<file path="config.mk">
export PLATFORM = sky130hd
export DESIGN_NAME = if_stage
export DESIGN_NICKNAME = d
export VERILOG_FILES = /design/src/rtl/if_stage.sv
export SDC_FILE = /design/constraint.sdc
export NUM_CORES = 1
export LEC_CHECK = 0
export BUFFER_PORTS_ARGS = -buffer_cell sky130_fd_sc_hd__buf_2
export CORE_ASPECT_RATIO = 0.8
export CORE_MARGIN = 2
export CORE_UTILIZATION = 57
export CTS_CLUSTER_SIZE = 16
export DETAILED_ROUTE_END_ITERATION = 6
export GPL_TIMING_DRIVEN = 1
export PLACE_DENSITY_LB_ADDON = 0.05
export SETUP_SLACK_MARGIN = 0.2
export SYNTH_ARGS = -nofsm -noshare
export SYNTH_HDL_FRONTEND = slang
export SYNTH_SLANG_ARGS = --single-unit
</file>
<file path="constraint.sdc">
create_clock -name clk -period 4.9 [get_ports clk]
set_input_delay 1.47 -clock clk [delete_from_list [all_inputs] [get_ports clk]]
set_output_delay 1.47 -clock clk [all_outputs]
set_load 0.005 [all_outputs]
</file>
<file path="src/rtl/if_stage.sv">
`timescale 1ns/1ps
`default_nettype none
// ============================================================================
//  Module   : if_stage
//  Purpose  : Instruction-fetch stage plus IF/ID pipeline register of a
//             5-stage MIPS pipeline. Owns the PC and keeps at most one
//             request outstanding to a variable-latency instruction memory.
//             It obeys the hazard-unit stalls and performs redirect and
//             flush on a taken branch or jump resolved in ID.
//  Ports    : clk, rstn (async active-low)
//             pc_write, IF_ID_write           - stall controls
//             take_branch/branch_target,
//             jump/jump_target                - redirect requests from ID
//             imem_req/imem_addr              - request to instruction memory
//             imem_valid/imem_rdata           - response from instruction memory
//             IF_ID_pc/pc_plus4/instr/valid   - IF/ID register contents
//             perf_fetch_cnt/perf_bubble_cnt  - only with IF_STAGE_PERF_EN
//  Options  : IF_STAGE_PERF_EN - adds the valid-write and bubble-write counters
//  Revision : 1.0 - initial release
// ============================================================================
module if_stage #(
    parameter logic [31:0] RESET_PC = 32'h0000_0000,
    parameter logic [31:0] NOP      = 32'h0000_0000
) (
    input  logic        clk,
    input  logic        rstn,
    input  logic        pc_write,
    input  logic        IF_ID_write,
    input  logic        take_branch,
    input  logic [31:0] branch_target,
    input  logic        jump,
    input  logic [31:0] jump_target,
    output logic        imem_req,
    output logic [31:0] imem_addr,
    input  logic        imem_valid,
    input  logic [31:0] imem_rdata,
    output logic [31:0] IF_ID_pc,
    output logic [31:0] IF_ID_pc_plus4,
    output logic [31:0] IF_ID_instr,
    output logic        IF_ID_valid
`ifdef IF_STAGE_PERF_EN
    ,
    output logic [31:0] perf_fetch_cnt,
    output logic [31:0] perf_bubble_cnt
`endif
);

    typedef enum logic [1:0] {
        S_ISSUE = 2'd0,
        S_WAIT  = 2'd1,
        S_HOLD  = 2'd2
    } state_t;

    state_t      r_state;
    logic [31:0] r_pc;
    logic        r_drop;      // the outstanding response belongs to a redirected-away path
    logic [31:0] r_buf;       // response captured while the pipe was stalled
    logic [31:0] r_ifid_pc;
    logic [31:0] r_ifid_pc_plus4;
    logic [31:0] r_ifid_instr;
    logic        r_ifid_valid;

    logic        w_adv;
    logic        w_redir;
    logic [31:0] w_target;
    logic [31:0] w_pc_plus4;
    logic        w_deliver_wait;
    logic        w_deliver_hold;
    logic        w_deliver;
    logic [31:0] w_deliver_instr;

    assign w_adv      = pc_write & IF_ID_write;
    assign w_redir    = pc_write & (take_branch | jump);
    // Branch wins when both are resolved in the same cycle
    assign w_target   = take_branch ? branch_target : jump_target;
    assign w_pc_plus4 = r_pc + 32'd4;

    assign w_deliver_wait  = (r_state == S_WAIT) & imem_valid & ~r_drop & w_adv & ~w_redir;
    assign w_deliver_hold  = (r_state == S_HOLD) & w_adv & ~w_redir;
    assign w_deliver       = w_deliver_wait | w_deliver_hold;
    assign w_deliver_instr = w_deliver_hold ? r_buf : imem_rdata;

    // A delivering WAIT cycle immediately requests the next word so a
    // 1-cycle memory sustains one instruction per cycle.
    assign imem_req  = rstn & ((r_state == S_ISSUE) | w_deliver_wait);
    assign imem_addr = (r_state == S_ISSUE) ? r_pc : w_pc_plus4;

    // ------------------------------------------------------------------
    // Fetch state machine: PC, drop flag and hold buffer
    // ------------------------------------------------------------------
    always_ff @(posedge clk or negedge rstn) begin
        if (!rstn) begin
            r_state <= S_ISSUE;
            r_pc    <= RESET_PC;
            r_drop  <= 1'b0;
            r_buf   <= 32'd0;
        end else begin
            case (r_state)
                S_ISSUE: begin
                    if (w_redir) begin
                        r_pc <= w_target;
                    end else begin
                        r_state <= S_WAIT;
                    end
                end
                S_WAIT: begin
                    if (w_redir) begin
                        r_pc <= w_target;
                        if (imem_valid) begin
                            // Response consumed and thrown away this cycle
                            r_drop  <= 1'b0;
                            r_state <= S_ISSUE;
                        end else begin
                            r_drop  <= 1'b1;
                        end
                    end else if (imem_valid) begin
                        if (r_drop) begin
                            r_drop  <= 1'b0;
                            r_state <= S_ISSUE;
                        end else if (w_adv) begin
                            r_pc <= w_pc_plus4;
                        end else begin
                            r_buf   <= imem_rdata;
                            r_state <= S_HOLD;
                        end
                    end
                end
                S_HOLD: begin
                    if (w_redir) begin
                        r_pc    <= w_target;
                        r_state <= S_ISSUE;
                    end else if (w_adv) begin
                        r_pc    <= w_pc_plus4;
                        r_state <= S_ISSUE;
                    end
                end
                default: begin
                    r_state <= S_ISSUE;
                end
            endcase
        end
    end

    // ------------------------------------------------------------------
    // IF/ID register: deliver, flush, bubble or hold
    // ------------------------------------------------------------------
    always_ff @(posedge clk or negedge rstn) begin
        if (!rstn) begin
            r_ifid_pc       <= 32'd0;
            r_ifid_pc_plus4 <= 32'd0;
            r_ifid_instr    <= NOP;
            r_ifid_valid    <= 1'b0;
        end else if (IF_ID_write) begin
            if (w_deliver) begin
                r_ifid_pc       <= r_pc;
                r_ifid_pc_plus4 <= w_pc_plus4;
                r_ifid_instr    <= w_deliver_instr;
                r_ifid_valid    <= 1'b1;
            end else begin
                // Flush and bubble look the same: pc fields keep their value
                r_ifid_instr    <= NOP;
                r_ifid_valid    <= 1'b0;
            end
        end
    end

    assign IF_ID_pc       = r_ifid_pc;
    assign IF_ID_pc_plus4 = r_ifid_pc_plus4;
    assign IF_ID_instr    = r_ifid_instr;
    assign IF_ID_valid    = r_ifid_valid;

`ifdef IF_STAGE_PERF_EN
    logic [31:0] r_perf_fetch;
    logic [31:0] r_perf_bubble;

    always_ff @(posedge clk or negedge rstn) begin
        if (!rstn) begin
            r_perf_fetch  <= 32'd0;
            r_perf_bubble <= 32'd0;
        end else if (IF_ID_write) begin
            if (w_deliver) begin
                r_perf_fetch  <= r_perf_fetch + 32'd1;
            end else begin
                r_perf_bubble <= r_perf_bubble + 32'd1;
            end
        end
    end

    assign perf_fetch_cnt  = r_perf_fetch;
    assign perf_bubble_cnt = r_perf_bubble;
`endif

endmodule
`default_nettype wire

</file>
* After elaboration in Yosys (flattened, before gate mapping) *
Index checks and enable logic that the tools add are counted.

word-level totals
  register bits = 164
  bits of input ports = 103
  word-level logic and storage cells = 65

operators by class
  add/subtract/negate cells = 1
  eq/ne operators = 9
  muxes and demuxes = 24
  bitwise gates (word level) = 15
  reduce and logical (&&, ||, !) cells = 8

operators by type and width
  operator                                                         number
  32-bit two-way mux                                               10
  32-bit one-hot mux with 3 select lines                           1
  32-bit by 3-bit adder with 32-bit output, second input constant  1
  2-bit two-way mux                                                8
  1-bit bitwise AND                                                9
  3-bit != test, second input constant                             3
  4-bit AND reduction                                              2
  2-bit != test, second input constant                             3
  2-bit one-hot mux with 3 select lines                            1
  5-bit AND reduction                                              1
  1-bit two-way mux                                                4
  4-bit != test, second input constant                             1
  2-bit AND reduction                                              2
  1-bit NOT                                                        3
  1-bit OR                                                         3
  3-bit nonzero test                                               1
  2-bit by 1-bit == test with 1-bit output, second input constant  1
  2-bit == test, second input constant                             1
  2-bit logical NOT                                                1
  2-bit nonzero test                                               1

* Depth between registers and ports, before layout *
Gate-level depths: netlist of the first run.

  word-level depth = 7
  mapped depth = 9

* Worst setup path before layout of the first run *
OpenSTA, ideal clock, no wires.

  path kind = in2out
  start point = input port IF_ID_write
  end point = output port imem_req
  arrival time = 2.126 ns
  data required time = 3.430 ns
  slack = 1.304 ns
  stages = 5
  cells stage by stage = buf_2 > nand2_1 > nor3_1 > a21oi_1 > nor2b_1

on the way
  longest elaborated chain between the ends = 5

RTL lines
  element                         RTL line  RTL
  from (decl)                     28        input logic IF_ID_write,
  1-bit bitwise AND               72        assign w_adv = pc_write & IF_ID_write;
  1-bit bitwise AND (2 in a row)  78        assign w_deliver_wait = (r_state == S_WAIT) & imem_valid & ~r_drop & w_adv & ~w_redir;
  1-bit OR                        85        assign imem_req = rstn & ((r_state == S_ISSUE) | w_deliver_wait);
  1-bit bitwise AND               85
  to (decl)                       33        output logic imem_req,

No other way between the ends.

* Final worst setup path of the first run *
  start point = register r_pc[4]
  end point = output port imem_addr[21]

on the way
  longest elaborated chain between the ends = 2

RTL lines
  element                                   RTL line  RTL
  from (decl)                               55        logic [31:0] r_pc;
  from (signal assigned)                    101       r_pc <= w_target;
  from (signal assigned)                    108       r_pc <= w_target;
  from (signal assigned)                    121       r_pc <= w_pc_plus4;
  32-bit by 3-bit adder with 32-bit output  76        assign w_pc_plus4 = r_pc + 32'd4;
  32-bit two-way mux                        86        assign imem_addr = (r_state == S_ISSUE) ? r_pc : w_pc_plus4;
  to (decl)                                 34        output logic [31:0] imem_addr,

No other way between the ends.

==> results.sh, run 1 <==
export IMPL_clk_latency_ns=0.43
export IMPL_peakVddDrop_uv=336
export IMPL_synth_edff_count=0
export IMPL_met3WireLength_um=1820
export IMPL_nFillCells=1120
export IMPL_drt_first_pass_iters=5
export IMPL_fin_crit_ns=4.32
export IMPL_netlist_area_leader_share_pct=48.6
export IMPL_place_area_um2=9570
export IMPL_area_sequential_um2=4050
export IMPL_finish_instance_area_um2=10100
export IMPL_clk_pin_slew_ns=0.07
export IMPL_top_layer_used="met4"
export IMPL_ys_types=59
export IMPL_finalHoldViolCount=0
export IMPL_outcome="finished, final reports clean"
export IMPL_grt_pass1_wl_um=35200
export IMPL_cts_tree="done"
export IMPL_critPathKind="reg2out"
export IMPL_grt_pass1_vias=6637
export IMPL_rsz0062_at_grt="no"
export IMPL_layout_drive_gt1_share_pct=34.7
export IMPL_place_hpwl_um=15300
export IMPL_grt_max_degree=67
export IMPL_synthFlopType="dfrtp_1"
export IMPL_first_iter_violations=461
export IMPL_critPathBufInv=1
export IMPL_post_cts_resized=0
export IMPL_p_leak_nw=5.03
export IMPL_yosys_area_top_type="dfrtp_1"
export IMPL_cp_slowest_cell="or4b_1"
export IMPL_portBuffers=232
export IMPL_antenna_left=0
export IMPL_cts_root_buf="clkbuf_16"
export IMPL_syn2layout_area_growth_pct=21.4
export IMPL_async_reset_ff_share_pct=100
export IMPL_max_freq_mhz=232
export IMPL_multi_input_area_um2=3810
export IMPL_vias=6913
export IMPL_worstSetupStartpointType="flop"
export IMPL_die_x_um=139
export IMPL_ys_seq_area_share_pct=48.6
export IMPL_fin_cells=1203
export IMPL_hold_path_class="reg2reg"
export IMPL_placementRows=39
export IMPL_final_cell_mix="buf_2, dfrtp_1, nand2_1"
export IMPL_drt_met1_wl_um=9960
export IMPL_cts_htree_levels=4
export IMPL_wl_per_cell_um=18.2
export IMPL_crit_family="simple AND/OR/NAND/NOR gates"
export IMPL_grtUsageTotal_pct=28.6
export IMPL_cts_setup_buffers=0
export IMPL_cts_sinks=162
export IMPL_tightest_slew_ns=1.07
export IMPL_clk_path_buf_depth=2
export IMPL_drt_wl_total_um=21900
export IMPL_tns_ns=0
export IMPL_finClkSkew_ns=0.0110
export IMPL_die_area_um2=15600
export IMPL_setup_ws_ns=0.583
export IMPL_num_io_pins=233
export IMPL_ys_top_cells_by_area="dfrtp_1, mux2_2, mux2i_1"
export IMPL_dieHeight_um=112
export IMPL_max_cap_violations=0
export IMPL_gr_total_overflow=0
export IMPL_cp_max_fo=10
export IMPL_slowest_delay_ns=0.59
export IMPL_gp_congestion=0.911
export IMPL_cp_end_kind="output port"
export IMPL_netlist_area_um2=8350
export IMPL_wl_met2_um=9790
export IMPL_crit_required_ns=3.43
export IMPL_insertedDiodeCount=0
export IMPL_layout_commonest_cell="buf_2"
export IMPL_finalSetupViolCount=0
export IMPL_slew_violations=0
export IMPL_post_route_drc_count=0
export IMPL_fin_util_pct=70.9
export IMPL_dp_cells=1171
export IMPL_synth_nets=922
export IMPL_yosys_warnings=0
export IMPL_coreArea_um2=14300
export IMPL_synth_seq_cells=162
export IMPL_numCtsBuffers=17
export IMPL_finalCritPeriodShare_pct=88.1
export IMPL_cts_hold_buf=0
export IMPL_syn_inst=814
export IMPL_post_place_ws_ns=0.930
export IMPL_antenna_found_initial=0
export IMPL_p_per_area_nw_per_um2=581
export IMPL_syn_area_per_cell_um2=10.3
export IMPL_path_cells="nand4_1, nor4_1, or4b_1, nor2_1, xor2_1, buf_2"
export IMPL_start_util_pct=58.4
export IMPL_crit_arrival_ns=2.85
export IMPL_slew_headroom_pct=28.3
export IMPL_final_nets=1114
export IMPL_vias_per_cell=5.75
[metal layers]
layer / vias to the layer above / track usage, %
li1: 3266 / -
met5: - / 0
met2: 292 / 42.6
met4: 0 / 8.08
met1: 3328 / 41.7
met3: 27 / 7.55
[state kept, by name, summed over array words and instances (netlist names)]
| signal | flops |
|---|---|
| IF_ID_instr | 32 |
| IF_ID_pc | 32 |
| IF_ID_pc_plus4 | 30 |
| IF_ID_valid | 1 |
| r_buf | 32 |
| r_drop | 1 |
| r_pc | 32 |
| r_state | 2 |
[path summary, 6_finish.rpt]
kind                       slack (ns)                             end                           start  depth (start not counted)
setup / recovery                 0.58                   imem_addr[21]             r_pc[4]$_DFFE_PN0P_                          6
hold / removal                   0.48  IF_ID_pc_plus4[13]$_DFFE_PN0P_  IF_ID_pc_plus4[13]$_DFFE_PN0P_                          2
setup reg to reg                 2.18            r_pc[22]$_DFFE_PN0P_          r_state[0]$_DFFE_PN0P_                          7
hold reg to reg                  0.48  IF_ID_pc_plus4[13]$_DFFE_PN0P_  IF_ID_pc_plus4[13]$_DFFE_PN0P_                          2
max in group asynchronous        2.79        IF_ID_pc[30]$_DFFE_PN0P_                            rstn                          2
min in group asynchronous        0.92  IF_ID_pc_plus4[23]$_DFFE_PN0P_                            rstn                          1
[kinds of logic after synthesis]
group,share of synthesized area [%]
DFF,48.6
xor gates and xnor gates,5.98
and+or+nand+nor,10.3
buffers and inverters,6.00
adders and majority gates,0.749
AOI/OAI and AO/OA,15.7
muxes,12.6
[power breakdown]
part           switching, mW  internal (mW)  total [mW]
Clock                  0.567          0.720        1.29
Sequential             0.453           1.84        2.30
Combinational           1.23           1.07        2.30
Total                   2.25           3.64        5.89
[synth_stat cells, types with 2 or more instances]
master,n
nor2_1,28
or2_2,4
xor2_1,25
nor4_2,2
or4_4,2
nand3_1,11
nor4_1,7
a211oi_1,2
ha_1,5
o21ai_1,2
a21oi_1,24
and3_1,3
clkbuf_1,43
o32ai_1,2
o2bb2ai_1,6
nor2b_1,6
nor3_1,6
o31ai_1,6
mux2i_1,38
buf_4,7
nand4_1,8
nand2_1,75
a22o_1,10
a32o_1,5
o32a_1,4
nor2_2,2
nand2b_1,6
mux2_2,60
a22oi_1,13
o22ai_1,42
a32oi_1,2
clkbuf_2,2
o22a_1,6
o21ai_0,58
dfrtp_1,162
xnor2_1,32
o21a_1,3
buf_2,14
o41ai_1,2
a2bb2oi_1,7
and2_1,3
buf_1,5
and4_1,3
inv_1,46
[metrics by stage]
step / power, mW / hold WS [ns]
detailed placement: 4.59 / 0.465
floorplan: 3.73 / 0.469
global placement: 4.54 / 0.458
finish: 5.89 / 0.475
CTS: 5.89 / 0.481
global route: 6.27 / 0.493
[worst register-to-register path, stage by stage, from the launching register on]
cell      delay [ns]
dfrtp_1         0.41
inv_1           0.08
ha_1            0.36
buf_4           0.25
a221oi_1        0.37
o21ba_2         0.66
o21ai_0         0.24
a22o_1          0.23
[area by class of cell]
class	count	share of cell area, %
tap	184	2.27
inverter	47	1.74
sequential	162	40.0
clock inverter	13	1.20
multi-input combinational	533	37.6
timing repair buffer	245	12.8
clock buffer	19	4.37
Note: power is estimated with default switching activity, not from simulation.
==> run 2, diff against run 1 <==
--- a/config.mk
+++ b/config.mk
@@ -12,7 +12,7 @@
 export CTS_CLUSTER_SIZE = 16
 export DETAILED_ROUTE_END_ITERATION = 6
 export GPL_TIMING_DRIVEN = 1
-export PLACE_DENSITY_LB_ADDON = 0.05
+export PLACE_DENSITY = 0.95
 export SETUP_SLACK_MARGIN = 0.2
 export SYNTH_ARGS = -nofsm -noshare
 export SYNTH_HDL_FRONTEND = slang
==> results.sh, run 2 (same netlist as run 1, synthesis figures left out) <==
export IMPL_outcome="finished, final reports clean"
export IMPL_place_hpwl_um=15600
export IMPL_place_area_um2=9540
export IMPL_vias_per_cell=6.00
export IMPL_rrSetupSlack_ns=2.15
export IMPL_final_nets=1114
export IMPL_die_area_um2=15600
export IMPL_cts_htree_levels=4
export IMPL_cp_max_fo=10
export IMPL_cts_hold_buf=0
export IMPL_max_freq_mhz=226
export IMPL_coreArea_um2=14300
export IMPL_gp_congestion=0.941
export IMPL_tns_ns=0
export IMPL_numCtsBuffers=17
export IMPL_worstSetupStartpointType="flop"
export IMPL_p_sw_share_pct=37.9
export IMPL_slew_headroom_pct=29.4
export IMPL_grt_max_degree=74
export IMPL_gr_total_overflow=0
export IMPL_cts_tree="done"
export IMPL_reg2reg_depth=7
export IMPL_hold_path_class="reg2reg"
export IMPL_crit_required_ns=3.43
export IMPL_cts_sinks=162
export IMPL_p_per_area_nw_per_um2=593
export IMPL_antenna_found_initial=1
export IMPL_peakVddDrop_uv=346
export IMPL_slew_violations=0
export IMPL_num_io_pins=233
export IMPL_start_util_pct=58.4
export IMPL_cts_setup_buffers=0
export IMPL_crit_arrival_ns=2.96
export IMPL_placementRows=39
export IMPL_dieHeight_um=112
export IMPL_clk_path_buf_depth=2
export IMPL_rr_startpoint="r_state[0]$_DFFE_PN0P_"
export IMPL_syn2layout_area_growth_pct=21.6
export IMPL_p_comb_share_pct=38.4
export IMPL_finClkSkew_ns=0.0117
export IMPL_layout_commonest_cell="buf_2"
export IMPL_vias=7230
export IMPL_post_route_drc_count=0
export IMPL_grt_pass1_wl_um=36600
export IMPL_layout_drive_gt1_share_pct=34.6
export IMPL_whs_path_depth=2
export IMPL_p_leak_nw=5.03
export IMPL_cts_root_buf="clkbuf_16"
export IMPL_grt_pass1_vias=7120
export IMPL_nFillCells=1042
export IMPL_power_frac_seq_pct=38.6
export IMPL_holdCritStartpoint="IF_ID_pc[30]$_DFFE_PN0P_"
export IMPL_first_iter_violations=785
export IMPL_drt_first_pass_iters=5
export IMPL_fin_crit_ns=4.43
export IMPL_grtUsageTotal_pct=29.4
export IMPL_p_int_mw=3.74
export IMPL_die_x_um=139
export IMPL_rsz0062_at_grt="no"
export IMPL_drt_wl_total_um=22600
export IMPL_r2r_end="r_pc[22]$_DFFE_PN0P_"
export IMPL_min_to="IF_ID_pc[30]$_DFFE_PN0P_"
export IMPL_final_cell_mix="buf_2, dfrtp_1, nand2_1"
export IMPL_finalCritPeriodShare_pct=90.3
export IMPL_post_cts_resized=0
export IMPL_clk_latency_ns=0.42
export IMPL_p_switching_mw=2.28
export IMPL_max_cap_violations=0
export IMPL_finalSetupViolCount=0
export IMPL_critPathKind="reg2out"
export IMPL_portBuffers=232
export IMPL_antenna_left=0
export IMPL_cp_end_kind="output port"
export IMPL_tightest_slew_ns=1.06
export IMPL_clkPwrFrac_pct=23.0
export IMPL_clk_pin_slew_ns=0.06
export IMPL_finalHoldViolCount=0
export IMPL_finish_instance_area_um2=10200
export IMPL_wl_per_cell_um=18.8
## run 2: cell count changes in the layout (fill, tap and decap cells not counted), moves of 2 or more
cell        change
buf_4           +3
clkinv_2        -2
buf_12          -3
inv_6           -3
bufinv_16       +2
clkinvlp_4      +2
## run 2: worst max-delay path: stages, from the launching register on
cell and delay (ns):
dfrtp_1 0.59, nand4_4 0.20, nor4_2 0.64, nand3_1 0.42, nor4_1 0.38, xor2_1 0.18, buf_2 0.14
## run 2: worst max path at each step
stage,startpoint,to,depth (start not counted)
6_report,r_pc[8]$_DFFE_PN0P_,imem_addr[31],6
5_1_grt,r_pc[8]$_DFFE_PN0P_,imem_addr[31],6
4_1_cts,r_pc[8]$_DFFE_PN0P_,imem_addr[31],6
3_5_place_dp,IF_ID_write,imem_req,6
3_3_place_gp,IF_ID_write,imem_req,6
2_1_floorplan,IF_ID_write,imem_req,5
## run 2: area by class of cell
cell class                 instances  area (um^2)  share of cell area, %
antenna                            1         2.50                 0.0247
clock buffer                      21          460                   4.54
clock inverter                    11          151                   1.49
inverter                          47          176                   1.74
multi-input combinational        533         3810                   37.5
sequential                       162         4050                   39.9
tap                              184          230                   2.27
timing repair buffer             245         1260                   12.5
## run 2: stage by stage
stage	power, mW	setup slack (ns)	util, %	hold slack (ns)	std cells
CTS	5.99	0.545	71.0	0.478	1203
detailed placement	4.58	0.881	66.7	0.465	1171
finish	6.02	0.473	71.0	0.470	1204
floorplan	3.73	1.30	-	0.469	814
global placement	4.45	0.911	66.7	0.455	1171
global route	6.37	0.303	71.0	0.508	1203
## run 2: per-layer routing
metal	vias up	wire length, um	track usage [%]
met5	-	0	0
met4	0	706	12.4
met3	73	2270	7.85
met2	437	10300	45.3
met1	3454	9360	39.6
li1	3266	-	-
## run 2: power groups by stage
| stage | Clock (mW) | Sequential (mW) | Combinational [mW] |
|---|---|---|---|
| 6_report | 1.38 | 2.33 | 2.31 |
| 5_1_grt | 1.47 | 2.39 | 2.51 |
| 3_3_place_gp | 0 | 2.28 | 2.17 |
| 3_5_place_dp | 0 | 2.32 | 2.25 |
| 2_1_floorplan | 0 | 2.11 | 1.62 |
| 4_1_cts | 1.40 | 2.31 | 2.28 |
